--- src/rtl/mult_rr_scheduler.sv ---
// Round-robin scheduler sharing one pipelined unsigned multiplier among NREQ requesters.
// One issue per cycle; each product returns as a one-cycle pulse tagged with its requester id.
module mult_rr_scheduler #(
  parameter int WIDTH = 16,
  parameter int NREQ  = 3,
  parameter int LAT   = 2,
  parameter int IDW   = 2
) (
  input  logic                  i_clk,
  input  logic                  i_reset_n,
  input  logic                  i_en,
  input  logic [NREQ-1:0]       i_req_valid,
  input  logic [NREQ*WIDTH-1:0] i_req_a,
  input  logic [NREQ*WIDTH-1:0] i_req_b,
  output logic [NREQ-1:0]       o_req_ready,
  output logic [NREQ-1:0]       o_rsp_valid,
  output logic [IDW-1:0]        o_rsp_id,
  output logic [2*WIDTH-1:0]    o_rsp_data,
  output logic                  o_busy,
  output logic [15:0]           o_op_count
);

  // Handshake: a transfer happens on requester k in any cycle where i_req_valid[k] and
  // o_req_ready[k] are both high; ready is only raised for a requester already showing
  // valid, so requesters may drop valid before a transfer and simply lose the slot.

  logic [IDW-1:0]     rr_ptr;
  logic [IDW-1:0]     ptr_next;
  logic [IDW-1:0]     gnt_id;
  logic               gnt_found;
  logic               accept;
  logic [WIDTH-1:0]   a_sel;
  logic [WIDTH-1:0]   b_sel;
  logic [2*WIDTH-1:0] prod;

  logic [LAT-1:0]     stg_vld;
  logic [IDW-1:0]     stg_id   [LAT];
  logic [2*WIDTH-1:0] stg_data [LAT];
  logic [LAT-1:0]     in_vld;
  logic [IDW-1:0]     in_id    [LAT];
  logic [2*WIDTH-1:0] in_data  [LAT];

  // Two-pass search: first the indices at or above the pointer, then wrap to the bottom.
  always_comb begin
    gnt_found = 1'b0;
    gnt_id    = '0;
    for (int k = 0; k < NREQ; k++) begin
      if (!gnt_found && i_req_valid[k] && (k >= int'(rr_ptr))) begin
        gnt_found = 1'b1;
        gnt_id    = IDW'(k);
      end
    end
    for (int k = 0; k < NREQ; k++) begin
      if (!gnt_found && i_req_valid[k]) begin
        gnt_found = 1'b1;
        gnt_id    = IDW'(k);
      end
    end
  end

  // Gating with the reset input keeps ready low for the whole time reset is held.
  assign accept = gnt_found && i_en && i_reset_n;

  always_comb begin
    o_req_ready = '0;
    a_sel       = '0;
    b_sel       = '0;
    for (int k = 0; k < NREQ; k++) begin
      if (gnt_id == IDW'(k)) begin
        o_req_ready[k] = accept;
        a_sel          = i_req_a[k*WIDTH +: WIDTH];
        b_sel          = i_req_b[k*WIDTH +: WIDTH];
      end
    end
  end

  assign prod     = (2*WIDTH)'(a_sel) * (2*WIDTH)'(b_sel);
  assign ptr_next = (gnt_id == IDW'(NREQ-1)) ? '0 : gnt_id + IDW'(1);

  always_comb begin
    in_vld    = '0;
    in_id     = '{default: '0};
    in_data   = '{default: '0};
    in_vld[0]  = accept;
    in_id[0]   = gnt_id;
    in_data[0] = prod;
    for (int i = 1; i < LAT; i++) begin
      in_vld[i]  = stg_vld[i-1];
      in_id[i]   = stg_id[i-1];
      in_data[i] = stg_data[i-1];
    end
  end

  // The last stage only loads on a valid op so id/data hold the previous response.
  always_ff @(posedge i_clk or negedge i_reset_n) begin
    if (!i_reset_n) begin
      rr_ptr     <= '0;
      o_op_count <= '0;
      stg_vld    <= '0;
      for (int i = 0; i < LAT; i++) begin
        stg_id[i]   <= '0;
        stg_data[i] <= '0;
      end
    end else begin
      stg_vld <= in_vld;
      for (int i = 0; i < LAT; i++) begin
        if ((i < LAT-1) || in_vld[i]) begin
          stg_id[i]   <= in_id[i];
          stg_data[i] <= in_data[i];
        end
      end
      if (accept) begin
        rr_ptr     <= ptr_next;
        o_op_count <= o_op_count + 16'd1;
      end
    end
  end

  assign o_rsp_id   = stg_id[LAT-1];
  assign o_rsp_data = stg_data[LAT-1];
  assign o_busy     = |stg_vld;

  always_comb begin
    o_rsp_valid = '0;
    for (int k = 0; k < NREQ; k++) begin
      if (stg_vld[LAT-1] && (stg_id[LAT-1] == IDW'(k))) o_rsp_valid[k] = 1'b1;
    end
  end

endmodule
--- config.mk ---
export PLATFORM = sky130hd
export DESIGN_NAME = mult_rr_scheduler
export DESIGN_NICKNAME = d
export VERILOG_FILES = /design/src/rtl/mult_rr_scheduler.sv
export SDC_FILE = /design/constraint.sdc
export NUM_CORES = 1
export LEC_CHECK = 0
export BUFFER_PORTS_ARGS = -buffer_cell sky130_fd_sc_hd__buf_2
export CORE_MARGIN = 2
export CORE_UTILIZATION = 40
export CTS_BUF_LIST = sky130_fd_sc_hd__clkbuf_4 sky130_fd_sc_hd__clkbuf_8 sky130_fd_sc_hd__clkbuf_16
export DETAILED_ROUTE_END_ITERATION = 6
export PLACE_DENSITY = 0.67
export SETUP_SLACK_MARGIN = 0.5
export SLEW_MARGIN = 40
export SYNTH_ARGS = -nofsm -noshare
export SYNTH_HDL_FRONTEND = slang
export SYNTH_SLANG_ARGS = --single-unit
--- constraint.sdc ---
create_clock -name i_clk -period 14.65 [get_ports i_clk]
set_clock_uncertainty 0.2 [all_clocks]
set_input_delay 2.93 -clock i_clk [delete_from_list [all_inputs] [get_ports i_clk]]
set_output_delay 2.93 -clock i_clk [all_outputs]
set_load 0.1 [all_outputs]
==> results.py, run 1 <==
metrics = {
    "worst_setup_path": {
        "start_kind": "primary input",
        "r2r_slack_ps": 5510,
        "ff2ff_path_depth": 25,
        "end_kind": "flop",
        "critical-path-top-delay-family": "adder cells",
        "r2r-start": "rr_ptr[1]$_DFFE_PN0P_",
        "crit_required_ps": 14730,
        "cpPeakStageDelay_ps": 870,
        "worstPathArrival_ps": 11370,
        "critical_path_buf_inv_count": 4,
        "cp_max_fo": 48,
        "path_class": "in -> reg",
        "crit_top_cell": "fa_1",
        "regToRegEndpoint": "in_data[31]$_DFF_PN0_",
        "slowest_stage": "nor2_2",
    },
    "clock_tree": {
        "numCtsBuffers": 9,
        "post_cts_buffers": 0,
        "cts_tree": "built",
        "cts_hold_buf": 0,
        "clk_pin_slew_ps": 70,
        "ctsResizeCount": 0,
        "cts_root_buf": "clkbuf_16",
        "clock_path_buffers": 2,
        "clk_latency_ps": 360,
        "htreeDepth": 3,
        "clock-sinks": 88,
    },
    "detailed_routing": {
        "routed_wl_mm": 32.76,
        "drc": 0,
        "drtIter0Drc": 657,
        "vias_per_cell": 5.293,
        "wl_per_cell_um": 18.05,
        "firstDrtPassIters": 6,
        "vias": 9607,
        "ant_nets": 0,
    },
    "hold_path": {
        "min_delay_path_depth": 1,
        "hold_path.class": "reg -> reg",
        "hold_start": "in_data[14]$_DFF_PN0_",
        "min_to": "o_rsp_data[14]$_DFFE_PN0P_",
    },
    "floorplan": {
        "start_util_pct": 40.62,
        "ios": 159,
        "core_area_mm2": 0.02972,
        "die-height_um": 177.7,
        "die_w_um": 177.7,
        "dieArea_mm2": 0.03158,
        "rows": 63,
    },
    "yosys": {
        "synth-edff-count": 0,
        "synth_cell_types": 60,
        "synthArstFlopShare_pct": 100.0,
        "avgSynthCellArea_um2": 9.409,
        "yosys_register_bits": 88,
        "yosys_warnings": 0,
        "syn_inst": 1283,
        "synth_nets": 1684,
        "syn_area_mm2": 0.01207,
        "synth-seq-area-share_pct": 18.24,
        "synth-main-ff-cell": "dfrtp_1",
    },
    "sta": {
        "setup_viol": 0,
        "max_freq_ghz": 0.08858,
        "tightest_slew_ps": 842.3,
        "relSlewSlack_pct": 43.85,
        "hold_violations": 0,
        "period_share_pct": 77.06,
        "fin_tns_setup_ps": 0,
        "min_period_ps": 11290,
        "slew_viol_final": 0,
        "rsz0062_at_grt": "no",
    },
    "final_layout": {
        "drive_gt1_share_pct": 17.75,
        "register_area_mm2": 0.002202,
        "nets": 1821,
        "synthToLayoutAreaGrowth_pct": 12.80,
        "multiInputGateArea_mm2": 0.008820,
        "fill_cells": 2832,
        "n_antenna_cell": 0,
    },
    "place": {
        "io_buffers": 158,
        "dpl.hpwl_mm": 27.19,
        "gp_congestion": 0.9989,
    },
    "global_routing": {
        "grt_max_degree": 54,
        "grt_pass1_wl_mm": 52.43,
        "grt_usage_pct": 21.54,
        "grt_antenna_before_repair": 0,
        "grt_pass1_vias": 9932,
        "grt.overflow.total": 0,
    },
    "outcome": {
        "status": "finished, final reports clean",
    },
    "job": {
        "max_cap_viol_count": 0,
    },
}
cells in the mapped netlist (5+ instances only):
| cell type | n | area [um^2] |
|---|---|---|
| inv_1 | 231 | 867.1 |
| fa_1 | 194 | 3884 |
| nand2_1 | 176 | 660.6 |
| nor2_1 | 139 | 521.8 |
| ha_1 | 105 | 1314 |
| dfrtp_1 | 88 | 2202 |
| mux2_2 | 34 | 382.9 |
| clkbuf_1 | 27 | 101.4 |
| a21oi_1 | 25 | 125.1 |
| xnor2_1 | 25 | 219.0 |
| and2_1 | 23 | 143.9 |
| a221o_1 | 17 | 170.2 |
| buf_2 | 15 | 75.07 |
| nand3_1 | 14 | 70.07 |
| nand2b_1 | 13 | 81.33 |
| a221oi_2 | 12 | 180.2 |
| o21ai_1 | 11 | 55.05 |
| xor2_1 | 11 | 96.34 |
| mux2i_1 | 10 | 100.1 |
| nor3_1 | 9 | 45.04 |
| o21a_1 | 9 | 67.56 |
| o21ai_0 | 9 | 45.04 |
| a21o_1 | 6 | 45.04 |
| a221oi_1 | 6 | 52.55 |
| nand4_1 | 6 | 37.54 |
| o21bai_1 | 6 | 45.04 |
| nor2b_1 | 5 | 31.28 |
worst max-delay path by stage:
stage                     cells after the start  slack (ps)           start                     to
after CTS                                    24        3770  i_req_valid[0]  in_data[31]$_DFF_PN0_
after global placement                       27        3230  i_req_valid[0]  in_data[21]$_DFF_PN0_
final                                        25        3360  i_req_valid[0]  in_data[31]$_DFF_PN0_
after floorplan                              28        5000  i_req_valid[2]  in_data[21]$_DFF_PN0_
after detailed placement                     28        3370  i_req_valid[0]  in_data[21]$_DFF_PN0_
after global routing                         25        2940  i_req_valid[0]  in_data[31]$_DFF_PN0_
through the flow:
stage	utilization, %	std cells	cell area [um^2]	worst slack (ps)	hold WS (ps)
floorplan	-	1283	12070	4996	151.9
global placement	44.58	1796	13250	3235	257.9
detailed placement	44.66	1798	13270	3375	260.6
CTS	45.79	1814	13610	3770	270.1
global route	45.82	1815	13620	2941	285.1
finish	45.82	1815	13620	3361	267.1
flip-flops by register name (all words and copies together) (netlist names):
register,cells
in_data,32
o_rsp_data,32
o_op_count,16
in_id,2
o_rsp_id,2
rr_ptr,2
stg_vld,2
kinds of logic (layout without fill, tap and decap cells):
group           after synthesis  in the layout  share of synthesized area [%]
buf+inv                     280            422                          8.862
xor+xnor                     36             36                          2.612
flops                        88             88                          18.24
compound gates              134            134                          8.945
simple gates                402            402                          14.28
mux                          44             44                          4.001
fa+ha+maj                   299            299                          43.06
cells in the final DEF (no fill, tap or decap), drive strengths merged, types with 3 or more instances in the layout:
cell type	Yosys	layout
a211oi	5	5
a21o	6	6
a21oi	26	26
a221o	17	17
a221oi	18	18
a22oi	4	4
and2	23	23
buf	19	172
clkbuf	27	10
dfrtp	88	88
fa	194	194
ha	105	105
inv	234	236
mux2	34	34
mux2i	10	10
nand2	176	176
nand2b	13	13
nand3	14	14
nand4	6	6
nor2	139	139
nor2b	6	6
nor3	9	9
o21a	9	9
o21ai	20	20
o21bai	6	6
o311ai	4	4
o31ai	3	3
or2	3	3
xnor2	25	25
xor2	11	11
final cells by class:
cell class	count	share of cell area [%]
timing repair buffer	172	6.542
multi-input combinational	915	64.77
clock buffer	10	1.755
inverter	234	6.460
sequential	88	16.17
clock inverter	6	0.7167
tap	390	3.584
metal layers:
metal	part of all wire (%)	wire [um]	vias to the layer above	GRT usage, %
met1	41	13550	4850	28.38
li1	-	-	4321	-
met5	0	0	-	0
met2	49	16000	364	35.89
met4	3.1	1013	0	7.206
met3	6.7	2192	72	3.728
Power of run 1 is left out: the tool's default activity adds up to more than one toggle a clock period on the data nets, which glitch-free logic cannot reach.
==> run 2, diff against run 1 <==
Clock period 14.65 ns to 10.4 ns, I/O delays scaled along.
==> results.py, run 2 (synthesis gave the netlist of run 1 again) <==
metrics = {
    "worst_setup_path": {
        "critical_path_buf_inv_count": 5,
        "crit_required_ps": 10430,
        "critical-path-top-delay-family": "adder cells",
        "cpPeakStageDelay_ps": 620,
        "path_class": "in -> reg",
        "cp_max_fo": 22,
        "slowest_stage": "a221o_1",
        "start_kind": "primary input",
        "end_kind": "flop",
        "crit_top_cell": "fa_1",
        "worstPathArrival_ps": 9490,
    },
    "final_layout": {
        "n_antenna_cell": 0,
        "fin_area_mm2": 0.01372,
        "nets": 1838,
        "mostFrequentLayoutCells": "inv_1, fa_1, nand2_1, buf_2, nor2_1",
        "layout_commonest_cell": "inv_1",
        "finish.utilization_pct": 46.15,
        "drive_gt1_share_pct": 18.45,
        "synthToLayoutAreaGrowth_pct": 13.62,
    },
    "sta": {
        "tightest_slew_ps": 833.4,
        "fin_tns_setup_ps": 0,
        "max_freq_ghz": 0.1057,
        "period_share_pct": 90.96,
        "setup_viol": 0,
        "slew_viol_final": 0,
        "hold_violations": 0,
        "rsz0062_at_grt": "no",
        "min_period_ps": 9460,
        "fin_ws_ps": 940.1,
        "relSlewSlack_pct": 44.31,
    },
    "clock_tree": {
        "clk_pin_slew_ps": 70,
        "numCtsBuffers": 9,
        "clk_latency_ps": 350,
        "cts_tree": "built",
        "clock-sinks": 88,
        "htreeDepth": 3,
        "cts_hold_buf": 0,
        "ctsResizeCount": 0,
        "clock_path_buffers": 2,
        "cts_root_buf": "clkbuf_16",
        "post_cts_buffers": 0,
    },
    "place": {
        "io_buffers": 158,
        "dpl.hpwl_mm": 27.20,
        "gp_congestion": 0.9799,
        "place_area_mm2": 0.01340,
        "dp_slack_ps": 630.0,
    },
    "global_routing": {
        "grt_max_degree": 53,
        "grt_pass1_wl_mm": 51.71,
        "grt_usage_pct": 21.47,
        "grt_antenna_before_repair": 1,
        "grt.overflow.total": 0,
        "grt_pass1_vias": 9821,
    },
    "detailed_routing": {
        "firstDrtPassIters": 5,
        "route.met2.wl_mm": 16.36,
        "drtIter0Drc": 611,
        "vias": 9642,
        "m1WireLength_mm": 13.31,
        "routed_wl_mm": 32.90,
        "wl_per_cell_um": 17.96,
        "met3_length_mm": 2.111,
        "ant_nets": 0,
        "highest_layer": "met4",
        "vias_per_cell": 5.263,
        "drc": 0,
    },
    "floorplan": {
        "rows": 63,
        "die_w_um": 177.7,
        "ios": 159,
        "core_area_mm2": 0.02972,
        "dieArea_mm2": 0.03158,
        "die-height_um": 177.7,
        "start_util_pct": 40.62,
    },
    "job": {
        "max_cap_viol_count": 0,
    },
    "hold_path": {
        "hold_path.class": "reg -> reg",
    },
    "outcome": {
        "status": "finished, final reports clean",
    },
}
## run 2: cell count changes in the layout (fill, tap and decap cells not counted), sizes merged
cell / change
clkinv: -1
buf: +17
inv: +1
bufinv: -1
clkinvlp: +1
## run 2: cell type report
type | instances | area, um^2
Clock buffer | 10 | 232.7
Sequential cell | 88 | 2202
Clock inverter | 6 | 75.07
Timing Repair Buffer | 189 | 1036
Fill cell | 2839 | 16000
Multi-Input combinational cell | 915 | 8803
Inverter | 234 | 878.3
Tap cell | 390 | 488.0
## run 2: path summary, 6_finish.rpt
path / to / start / slack, ps / depth (start not counted)
min in group asynchronous: o_op_count[15]$_DFFE_PN0P_ / i_reset_n / 1510 / 1
max reg2reg: in_data[31]$_DFF_PN0_ / rr_ptr[1]$_DFFE_PN0P_ / 2230 / 26
max in group asynchronous: o_rsp_data[0]$_DFFE_PN0P_ / i_reset_n / 7450 / 2
max: in_data[31]$_DFF_PN0_ / i_req_valid[2] / 940 / 26
min reg2reg: o_rsp_data[17]$_DFFE_PN0P_ / in_data[17]$_DFF_PN0_ / 280 / 1
min: o_rsp_data[17]$_DFFE_PN0P_ / in_data[17]$_DFF_PN0_ / 280 / 1
## run 2: metrics by stage
stage                     instances  hold WS [ps]
final                          1832         277.0
after global routing           1832         289.2
after CTS                      1831         275.7
after detailed placement       1815         264.6
after global placement         1814         258.0
after floorplan                1283         151.9
## run 2: routing by layer
layer | track usage (%) | vias up
met1 | 27.64 | 4865
met2 | 36.03 | 346
met3 | 3.578 | 66
met4 | 8.470 | 0
li1 | - | 4365
met5 | 0 | -
Power of run 2 is left out for the same reason.
==> run 3, diff against run 2 <==
Settings changed: MAX_ROUTING_LAYER set to met4.
==> results.py, run 3 (synthesis gave the netlist of run 1 again) <==
metrics = {
    "outcome": {
        "status": "finished, final reports clean",
    },
    "floorplan": {
        "core_area_mm2": 0.02972,
        "die_w_um": 177.7,
        "start_util_pct": 40.62,
        "ios": 159,
        "rows": 63,
        "dieArea_mm2": 0.03158,
        "die-height_um": 177.7,
    },
    "sta": {
        "period_share_pct": 89.21,
        "tightest_slew_ps": 870.1,
        "relSlewSlack_pct": 41.99,
        "slew_viol_final": 0,
        "fin_ws_ps": 1122,
        "hold_violations": 0,
        "min_period_ps": 9278,
        "setup_viol": 0,
        "rsz0062_at_grt": "no",
        "fin_tns_setup_ps": 0,
        "max_freq_ghz": 0.1078,
        "holdWs_ps": 271.5,
    },
    "place": {
        "io_buffers": 158,
        "dp_slack_ps": 839.4,
        "place_inst": 1814,
        "gp_congestion": 0.9967,
        "dpl.hpwl_mm": 27.55,
    },
    "detailed_routing": {
        "ant_nets": 0,
        "drc": 0,
        "wl_per_cell_um": 18.02,
        "vias_per_cell": 5.237,
        "routed_wl_mm": 33.00,
        "firstDrtPassIters": 5,
        "vias": 9589,
        "drtIter0Drc": 712,
    },
    "worst_setup_path": {
        "end_kind": "flop",
        "crit_top_cell": "fa_1",
        "slowest_stage": "fa_1",
        "cp_max_fo": 22,
        "start_kind": "primary input",
        "cpPeakStageDelay_ps": 580,
        "path_class": "in -> reg",
        "crit_required_ps": 10480,
        "worstPathArrival_ps": 9350,
    },
    "clock_tree": {
        "htreeDepth": 3,
        "clk_pin_slew_ps": 70,
        "ctsResizeCount": 0,
        "clock_path_buffers": 2,
        "cts_root_buf": "clkbuf_16",
        "post_cts_buffers": 0,
        "cts_hold_buf": 0,
        "clock-sinks": 88,
        "clk_latency_ps": 350,
        "numCtsBuffers": 9,
        "cts_tree": "built",
    },
    "final_layout": {
        "finalNonFillerCells": 1831,
        "nets": 1836,
        "fill_cells": 2868,
        "synthToLayoutAreaGrowth_pct": 13.64,
        "mostFrequentLayoutCells": "inv_1, fa_1, nand2_1, buf_2, nor2_1",
        "layout_commonest_cell": "inv_1",
        "drive_gt1_share_pct": 18.33,
    },
    "global_routing": {
        "grt_pass1_wl_mm": 51.79,
        "grt_antenna_before_repair": 0,
        "grt.overflow.total": 0,
        "grt_usage_pct": 22.14,
        "grt_pass1_vias": 9736,
        "grt_max_degree": 53,
    },
    "job": {
        "max_cap_viol_count": 0,
    },
    "hold_path": {
        "hold_path.class": "reg -> reg",
    },
}
==> run 3: cell types whose count changed in the layout (fill, tap and decap cells not counted) <==
| cell | previous run | this run |
|---|---|---|
| buf_12 | 1 | 2 |
| diode_2 | 0 | 1 |
| o21ai_1 | 12 | 11 |
| o21ai_0 | 7 | 8 |
| buf_4 | 30 | 28 |
| buf_2 | 158 | 157 |
==> run 3: final timing paths <==
path                                        from                          to  slack [ps]  cells after the start
min reg2reg                in_data[16]$_DFF_PN0_  o_rsp_data[16]$_DFFE_PN0P_         270                      1
max in group asynchronous              i_reset_n        in_data[1]$_DFF_PN0_        7480                      2
max                               i_req_valid[0]       in_data[21]$_DFF_PN0_        1120                     27
min in group asynchronous              i_reset_n  o_op_count[13]$_DFFE_PN0P_        1500                      1
max reg2reg                rr_ptr[1]$_DFFE_PN0P_       in_data[21]$_DFF_PN0_        2430                     28
min                        in_data[16]$_DFF_PN0_  o_rsp_data[16]$_DFFE_PN0P_         270                      1
==> run 3: cell type report <==
cell class / instances / area (um^2) / share of cell area [%]
sequential: 88 / 2202 / 16.05
timing repair buffer: 187 / 1036 / 7.552
multi-input combinational: 915 / 8803 / 64.17
tap: 390 / 488.0 / 3.557
inverter: 234 / 878.3 / 6.403
antenna: 1 / 2.502 / 0.01824
clock inverter: 6 / 75.07 / 0.5472
clock buffer: 10 / 232.7 / 1.696
==> run 3: worst max-delay path, delay by kind of cell <==
family                   cells  cell delay [ps]
adder cells (fa/ha/maj)      7             3410
AO/OA/AOI/OAI                7             1750
AND/OR/NAND/NOR              7             1460
buffers and inverters        6              640
==> run 3: layer usage <==
metal	vias up	part of all wire (%)	global-route usage (%)
met2	341	50	35.93
met4	0	3.2	7.958
met5	-	0	-
met3	60	5.6	3.128
li1	4358	-	-
met1	4830	41	28.32
==> run 3: per-stage QoR <==
step | util [%] | cell area, um^2
3_3_place_gp | 45.12 | 13410
3_5_place_dp | 45.12 | 13410
4_1_cts | 46.15 | 13720
2_1_floorplan | - | 12070
5_1_grt | 46.15 | 13720
6_report | 46.16 | 13720
Power of run 3 is left out for the same reason.
